**src/rtl/semaphore_sequencer_pkg.sv**
```systemverilog
// ---------------------------------------------------------------------------
// semaphore_sequencer_pkg
// Shared definitions for the traffic-light sequencer:
//   - state_t      : phase enumeration; the encoding is the code shown on
//                    display[11:8]
//   - DIR_*        : direction remembered across a pedestrian walk phase
//   - LED_*        : bit positions inside the 16-bit lamp word
//   - DISP_*       : nibble positions inside the 32-bit display word
// ---------------------------------------------------------------------------
package semaphore_sequencer_pkg;

   typedef enum logic [3:0] {
      NS_GREEN  = 4'd0,
      NS_YELLOW = 4'd1,
      ALLRED_A  = 4'd2,
      EW_GREEN  = 4'd3,
      EW_YELLOW = 4'd4,
      ALLRED_B  = 4'd5,
      PED_WALK  = 4'd6
   } state_t;

   localparam logic DIR_NS = 1'b0;
   localparam logic DIR_EW = 1'b1;

   localparam int LED_NS_GREEN  = 0;
   localparam int LED_NS_YELLOW = 1;
   localparam int LED_NS_RED    = 2;
   localparam int LED_EW_GREEN  = 3;
   localparam int LED_EW_YELLOW = 4;
   localparam int LED_EW_RED    = 5;
   localparam int LED_WALK      = 6;
   localparam int LED_PENDING   = 7;

   localparam int DISP_UNITS_LSB = 0;
   localparam int DISP_TENS_LSB  = 4;
   localparam int DISP_STATE_LSB = 8;

endpackage

```
**src/rtl/semaphore_sequencer_bin2bcd99.sv**
```systemverilog
// ---------------------------------------------------------------------------
// bin2bcd99
// Purely combinational two-digit binary-to-BCD converter for values 0..99.
// Ports:
//   bin   in  7  binary value, 0..99
//   tens  out 4  BCD tens digit
//   units out 4  BCD units digit
// ---------------------------------------------------------------------------
module bin2bcd99 (
   input  logic [6:0] bin,
   output logic [3:0] tens,
   output logic [3:0] units
);

   assign tens  = 4'(bin / 7'd10);
   assign units = 4'(bin - (7'(tens) * 7'd10));

endmodule

```
**src/rtl/semaphore_sequencer.sv**
```systemverilog
// ---------------------------------------------------------------------------
// semaphore_sequencer
// Two-road traffic-light controller with a pedestrian walk phase.
// A prescaler produces a one-cycle tick every CLK_HZ cycles; each tick counts
// the remaining seconds of the current phase down, and the tick that finds
// one second left moves to the next phase with its full duration loaded.
// A synchronized press of the pedestrian button sets a pending flag that
// inserts PED_WALK after the next all-red clearance.
// Ports:
//   clk        in  1   system clock, rising edge
//   reset_n    in  1   asynchronous active-low reset
//   ped_req_n  in  1   pedestrian button, active-low, asynchronous
//   hold       in  1   freeze prescaler, countdown and phase while high
//   led        out 16  lamp word (see LED_* in the package)
//   display    out 32  [7:0] remaining seconds in BCD, [11:8] state code
// ---------------------------------------------------------------------------
module semaphore_sequencer
   import semaphore_sequencer_pkg::*;
#(
   parameter int CLK_HZ   = 50_000_000,
   parameter int GREEN_S  = 20,
   parameter int YELLOW_S = 3,
   parameter int ALLRED_S = 1,
   parameter int WALK_S   = 10
) (
   input  logic        clk,
   input  logic        reset_n,
   input  logic        ped_req_n,
   input  logic        hold,
   output logic [15:0] led,
   output logic [31:0] display
);

   localparam int            PW        = (CLK_HZ > 1) ? $clog2(CLK_HZ) : 1;
   localparam logic [PW-1:0] PRESC_MAX = PW'(CLK_HZ - 1);

   state_t        state, state_nx;
   logic [6:0]    remaining, remaining_nx;
   logic [PW-1:0] presc, presc_nx;
   logic          pending, pending_nx;
   logic          next_dir, next_dir_nx;
   logic          sync1, sync2, sync_prev;
   logic          tick;
   logic          ped_fall;
   logic [3:0]    bcd_tens, bcd_units;

   function automatic logic [6:0] phase_len(input state_t s);
      case (s)
         NS_GREEN, EW_GREEN:   return 7'(GREEN_S);
         NS_YELLOW, EW_YELLOW: return 7'(YELLOW_S);
         ALLRED_A, ALLRED_B:   return 7'(ALLRED_S);
         PED_WALK:             return 7'(WALK_S);
         default:              return 7'(GREEN_S);
      endcase
   endfunction

   // Button path: two synchronizer flops plus one delayed copy for edge
   // detection. All idle high so reset never fabricates a press.
   always_ff @(posedge clk or negedge reset_n) begin
      if (!reset_n) begin
         sync1     <= 1'b1;
         sync2     <= 1'b1;
         sync_prev <= 1'b1;
      end else begin
         sync1     <= ped_req_n;
         sync2     <= sync1;
         sync_prev <= sync2;
      end
   end

   assign ped_fall = sync_prev & ~sync2;
   assign tick     = !hold && (presc == PRESC_MAX);

   // Phase state register
   always_ff @(posedge clk or negedge reset_n) begin
      if (!reset_n) begin
         state     <= NS_GREEN;
         remaining <= 7'(GREEN_S);
         presc     <= '0;
         pending   <= 1'b0;
         next_dir  <= DIR_EW;
      end else begin
         state     <= state_nx;
         remaining <= remaining_nx;
         presc     <= presc_nx;
         pending   <= pending_nx;
         next_dir  <= next_dir_nx;
      end
   end

   // Next-state: prescaler, countdown, phase sequencing, request capture
   always_comb begin
      state_nx     = state;
      remaining_nx = remaining;
      presc_nx     = presc;
      pending_nx   = pending;
      next_dir_nx  = next_dir;

      if (!hold)
         presc_nx = tick ? '0 : presc + 1'b1;

      if (tick) begin
         if (remaining > 7'd1) begin
            remaining_nx = remaining - 7'd1;
         end else begin
            case (state)
               NS_GREEN:  state_nx = NS_YELLOW;
               NS_YELLOW: state_nx = ALLRED_A;
               ALLRED_A: begin
                  if (pending) begin
                     state_nx    = PED_WALK;
                     next_dir_nx = DIR_EW;
                  end else begin
                     state_nx = EW_GREEN;
                  end
               end
               EW_GREEN:  state_nx = EW_YELLOW;
               EW_YELLOW: state_nx = ALLRED_B;
               ALLRED_B: begin
                  if (pending) begin
                     state_nx    = PED_WALK;
                     next_dir_nx = DIR_NS;
                  end else begin
                     state_nx = NS_GREEN;
                  end
               end
               PED_WALK:  state_nx = (next_dir == DIR_EW) ? EW_GREEN : NS_GREEN;
               default:   state_nx = NS_GREEN;
            endcase
            remaining_nx = phase_len(state_nx);
         end
      end

      // Entering the walk consumes the request and wins over a press that
      // lands in the same cycle; presses during the walk are dropped.
      if (state_nx == PED_WALK && state != PED_WALK)
         pending_nx = 1'b0;
      else if (ped_fall && state != PED_WALK)
         pending_nx = 1'b1;
   end

   // Lamp decode: only green/yellow phases light a non-red lamp, and each of
   // those lights exactly one road, so the roads can never conflict.
   always_comb begin
      led = '0;
      case (state)
         NS_GREEN: begin
            led[LED_NS_GREEN] = 1'b1;
            led[LED_EW_RED]   = 1'b1;
         end
         NS_YELLOW: begin
            led[LED_NS_YELLOW] = 1'b1;
            led[LED_EW_RED]    = 1'b1;
         end
         EW_GREEN: begin
            led[LED_EW_GREEN] = 1'b1;
            led[LED_NS_RED]   = 1'b1;
         end
         EW_YELLOW: begin
            led[LED_EW_YELLOW] = 1'b1;
            led[LED_NS_RED]    = 1'b1;
         end
         PED_WALK: begin
            led[LED_NS_RED] = 1'b1;
            led[LED_EW_RED] = 1'b1;
            led[LED_WALK]   = 1'b1;
         end
         default: begin
            led[LED_NS_RED] = 1'b1;
            led[LED_EW_RED] = 1'b1;
         end
      endcase
      led[LED_PENDING] = pending;
   end

   bin2bcd99 u_bcd (
      .bin   (remaining),
      .tens  (bcd_tens),
      .units (bcd_units)
   );

   always_comb begin
      display = '0;
      display[DISP_UNITS_LSB +: 4] = bcd_units;
      display[DISP_TENS_LSB  +: 4] = bcd_tens;
      display[DISP_STATE_LSB +: 4] = state;
   end

endmodule

```
**config.mk**
```make
export PLATFORM = sky130hd
export DESIGN_NAME = semaphore_sequencer
export DESIGN_NICKNAME = d
export VERILOG_FILES = /design/src/rtl/semaphore_sequencer_pkg.sv /design/src/rtl/semaphore_sequencer_bin2bcd99.sv /design/src/rtl/semaphore_sequencer.sv
export SDC_FILE = /design/constraint.sdc
export NUM_CORES = 1
export LEC_CHECK = 0
export BUFFER_PORTS_ARGS = -buffer_cell sky130_fd_sc_hd__buf_2
export CORE_MARGIN = 5
export CORE_UTILIZATION = 49
export CTS_BUF_LIST = sky130_fd_sc_hd__clkbuf_8
export CTS_CLUSTER_DIAMETER = 50
export DETAILED_ROUTE_END_ITERATION = 8
export PLACE_DENSITY = 0.84
export SKIP_LAST_GASP = 1
export SLEW_MARGIN = 20
export SYNTH_ARGS = -nofsm -noshare
export SYNTH_HDL_FRONTEND = slang
export SYNTH_SLANG_ARGS = --single-unit
```
**constraint.sdc**
```tcl
create_clock -name clk -period 5.3 [get_ports clk]
set_input_delay 0.53 -clock clk [delete_from_list [all_inputs] [get_ports clk]]
set_output_delay 0.53 -clock clk [all_outputs]
set_load 0.02 [all_outputs]
```
==> results.md <==
- Pleak: 0.00135 uW
- Ys async rst share: 100%
- Cell Pwr Density: 232 nW/um^2
- Avg Inst Size Synth: 9.12 sq um
- Post-synth EDFFs: 0
- Crit path required time: 4.77 ns
- Crit-path most repeated cell: xnor2_1
- VDD IR max: 0.000198 V
- Final Net Count: 329
- RSZ-0062 raised after global routing: no
- CP max stage cell: dfstp_2
- Worst Skew: 0.00747 ns
- IO Port Bufs: 23
- Clock slew at reported path FFs: 0.08 ns
- Ys flop type: dfrtp_1
- Die width: 84.6 microns
- Setup TNS: 0 ns
- Share of layout cells above drive strength 1: 14.2%
- Cell area after synthesis: 2730 sq um
- CTS tree: built
- Critical path arrival: 4.06 ns
- Worst slew pin tran: 0.941 ns
- Multi-input gate area: 1460 sq um
- Startpoint Class: register
- I/O pin cnt: 52
- Status: finished, final reports clean
- Crit-path leading delay family: compound AO/OA/AOI/OAI gates
- Setup repair bufs after CTS: 0
- Num rows: 27
- Normalized max-slew margin: 37.0%
- Endpoint type of the worst setup path: primary output
- Peak fanout along the critical path: 9
- Avg Vias per Cell: 5.25
- Starting DRC count in detailed routing: 124
- Fin util: 52.7%
- Post-CTS Resized: 0
- Dpl hpwl: 3640 microns
- Slowest stage delay, CP: 0.59 ns
- Largest net degree at the start of global routing: 43
- Synth warn: 0
- Area growth syn-to-layout: 5.74%
- CP Depth: 17
- Sequential fraction of the synthesis area: 38.8%
- DRC viols: 0
- Worst Reg-to-Reg Cells: 7
- Clock Latency Late Sink: 0.29 ns
- H-Tree Depth: 2
- Period utilisation layout: 86.6%
- GPL Wtd Cong: 0.855
- Post-cts hold buffer count: 0
- Hold Path Class: input port to register
- WP buf/inv: 3
- Per-cell routed wire length: 12.8 microns
- Global route overflow: 0
- Max cap viols: 0
- Reg area: 1060 sq um
- Final setup violating endpoints: 0
- Final ANT Viol Nets: 0
- DIE HEIGHT: 84.6 microns
- Worst Hold Path Cells: 1
- Min cycle time layout: 4.59 ns
- #FFs+latches synth: 42
- Initial Util: 49.8%
- Vias in the first global route: 1,908
- FILL cells: 502
- First-pass GRT wire length: 8580 microns
- Post-synth cell types: 57
- Final hold violation count: 0
- CTS max path bufs: 2
- Initial antenna violation count: 0
- Full die area: 7160 sq um
- All-Layer GR Usage: 14.3%
- Mapped Cells: 299
- WL final: 4990 microns
- Max Slew Vio Count: 0
- Sink Count: 42
- Vias: 2,046
- Crit path cell chain: nand2b_1 -> nor2_1 -> o311ai_0 -> and2_1 -> inv_1 -> ha_1 -> or3b_1 -> a32oi_1 -> o211ai_1 -> a211o_1 -> ha_1 -> inv_1 -> fa_1 -> xnor2_1 -> xnor2_1 -> xnor2_1 -> buf_2
- Core area: 5470 sq um
- Crit Path Class: register to primary output
- Fmax: 218 MHz
- Clock root cell: clkbuf_8
- Diode count: 0
- CTS buffer count: 5
- Pre-antenna DRT Iters: 4
[cell type report]
| class | count | area share, % |
|---|---|---|
| Clock inverter | 3 | 1.30 |
| Inverter | 12 | 1.56 |
| Timing Repair Buffer | 24 | 4.25 |
| Tap cell | 72 | 3.13 |
| Clock buffer | 5 | 2.39 |
| Multi-Input combinational cell | 232 | 50.7 |
| Sequential cell | 42 | 36.7 |
[power breakdown]
group          internal, uW  switching (uW)
combinational          20.7            41.8
clock                   137             105
sequential              341            22.8
[metrics by stage]
step | power (uW) | area [sq um] | worst slack [ns] | hold slack [ns] | instances
global placement | 429 | 2770 | 1.18 | 0.347 | 382
floorplan | 430 | 2830 | 0.810 | 0.234 | 326
global route | 699 | 2880 | 0.304 | 0.311 | 390
detailed placement | 432 | 2770 | 0.993 | 0.348 | 382
CTS | 675 | 2870 | 0.668 | 0.313 | 390
finish | 668 | 2880 | 0.711 | 0.326 | 390
[registers in the layout (all words and copies together) (netlist names)]
name and flops:
state 4, next_dir 1, remaining 7, sync1 1, presc 26, sync2 1
sync_prev 1, pending 1
[placed cells by master, fill, tap and decap left out, types with 2 or more instances in the layout]
cell type / count
mux2_2: 2
inv_1: 14
a21o_1: 2
or3_1: 2
o211ai_1: 4
nor4b_1: 2
a211o_1: 2
nor3_1: 6
a32oi_1: 2
nor2b_1: 6
nand3_1: 19
nand2b_1: 7
o31ai_1: 2
and3_1: 5
xor2_1: 12
and2_1: 3
a31oi_1: 2
a211oi_1: 3
xnor2_1: 12
nand4_1: 8
o21ai_0: 14
a21oi_1: 7
conb_1: 28
nor4_1: 2
dfrtp_1: 36
nand2_1: 13
buf_2: 23
clkbuf_8: 5
nand4b_1: 2
dfstp_2: 6
nor2_1: 30
nand3b_1: 5
ha_1: 7
[cells in the mapped netlist (all sizes together) (2+ instances only)]
cell type / count / area share, %
nor2b: 6 / 1.4
inv: 12 / 1.7
nor2: 30 / 4.1
and3: 5 / 1.1
dfstp: 6 / 5.8
o21ai: 15 / 2.8
nand4: 8 / 1.8
xnor2: 12 / 3.9
nor3: 7 / 1.5
or3: 2 / 0.46
mux2: 2 / 0.83
dfrtp: 36 / 33
a21oi: 7 / 1.3
nor4b: 2 / 0.64
a31oi: 2 / 0.46
nand4b: 2 / 0.64
xor2: 12 / 3.9
a21o: 2 / 0.55
clkbuf: 7 / 0.96
nand2b: 8 / 2.1
a211o: 2 / 0.64
buf: 33 / 9.0
o31ai: 2 / 0.55
a211oi: 3 / 0.83
o211ai: 4 / 1.1
nor4: 4 / 1.4
ha: 7 / 3.2
and2: 3 / 0.69
nand3b: 5 / 1.4
nand3: 20 / 3.9
a32oi: 2 / 0.64
nand2: 13 / 1.8
[metal layers]
layer	vias to the layer above	global-route usage (%)	part of all wire, %
li1	1019	-	-
met3	4	4.32	6.1
met4	0	4.17	0.76
met1	972	19.1	45
met2	51	22.5	48
met5	-	0	0
[worst paths after layout]
| path | from | end | slack [ns] |
|---|---|---|---|
| max | remaining[4]$_DFFE_PN1P_ | display[3] | 0.71 |
| min reg2reg | sync1$_DFF_PN1_ | sync2$_DFF_PN1_ | 0.36 |
| max reg2reg | presc[0]$_DFFE_PN0N_ | state[2]$_DFF_PN0_ | 2.74 |
| min | ped_req_n | sync1$_DFF_PN1_ | 0.33 |
| max in group asynchronous | reset_n | presc[14]$_DFFE_PN0N_ | 4.38 |
| min in group asynchronous | reset_n | presc[21]$_DFFE_PN0N_ | 0.35 |
[logic make-up (layout without fill, tap and decap cells)]
group	Yosys count	count (layout)	synth area share [%]
other cells	1	28	0.138
flops	42	42	38.8
xor+xnor	24	24	7.71
fa+ha+maj	8	8	3.95
compound gates	48	48	11.6
mux	3	3	1.19
buf+inv	52	44	11.7
simple gates	121	121	24.9
Note: power is estimated with default switching activity, not from simulation.
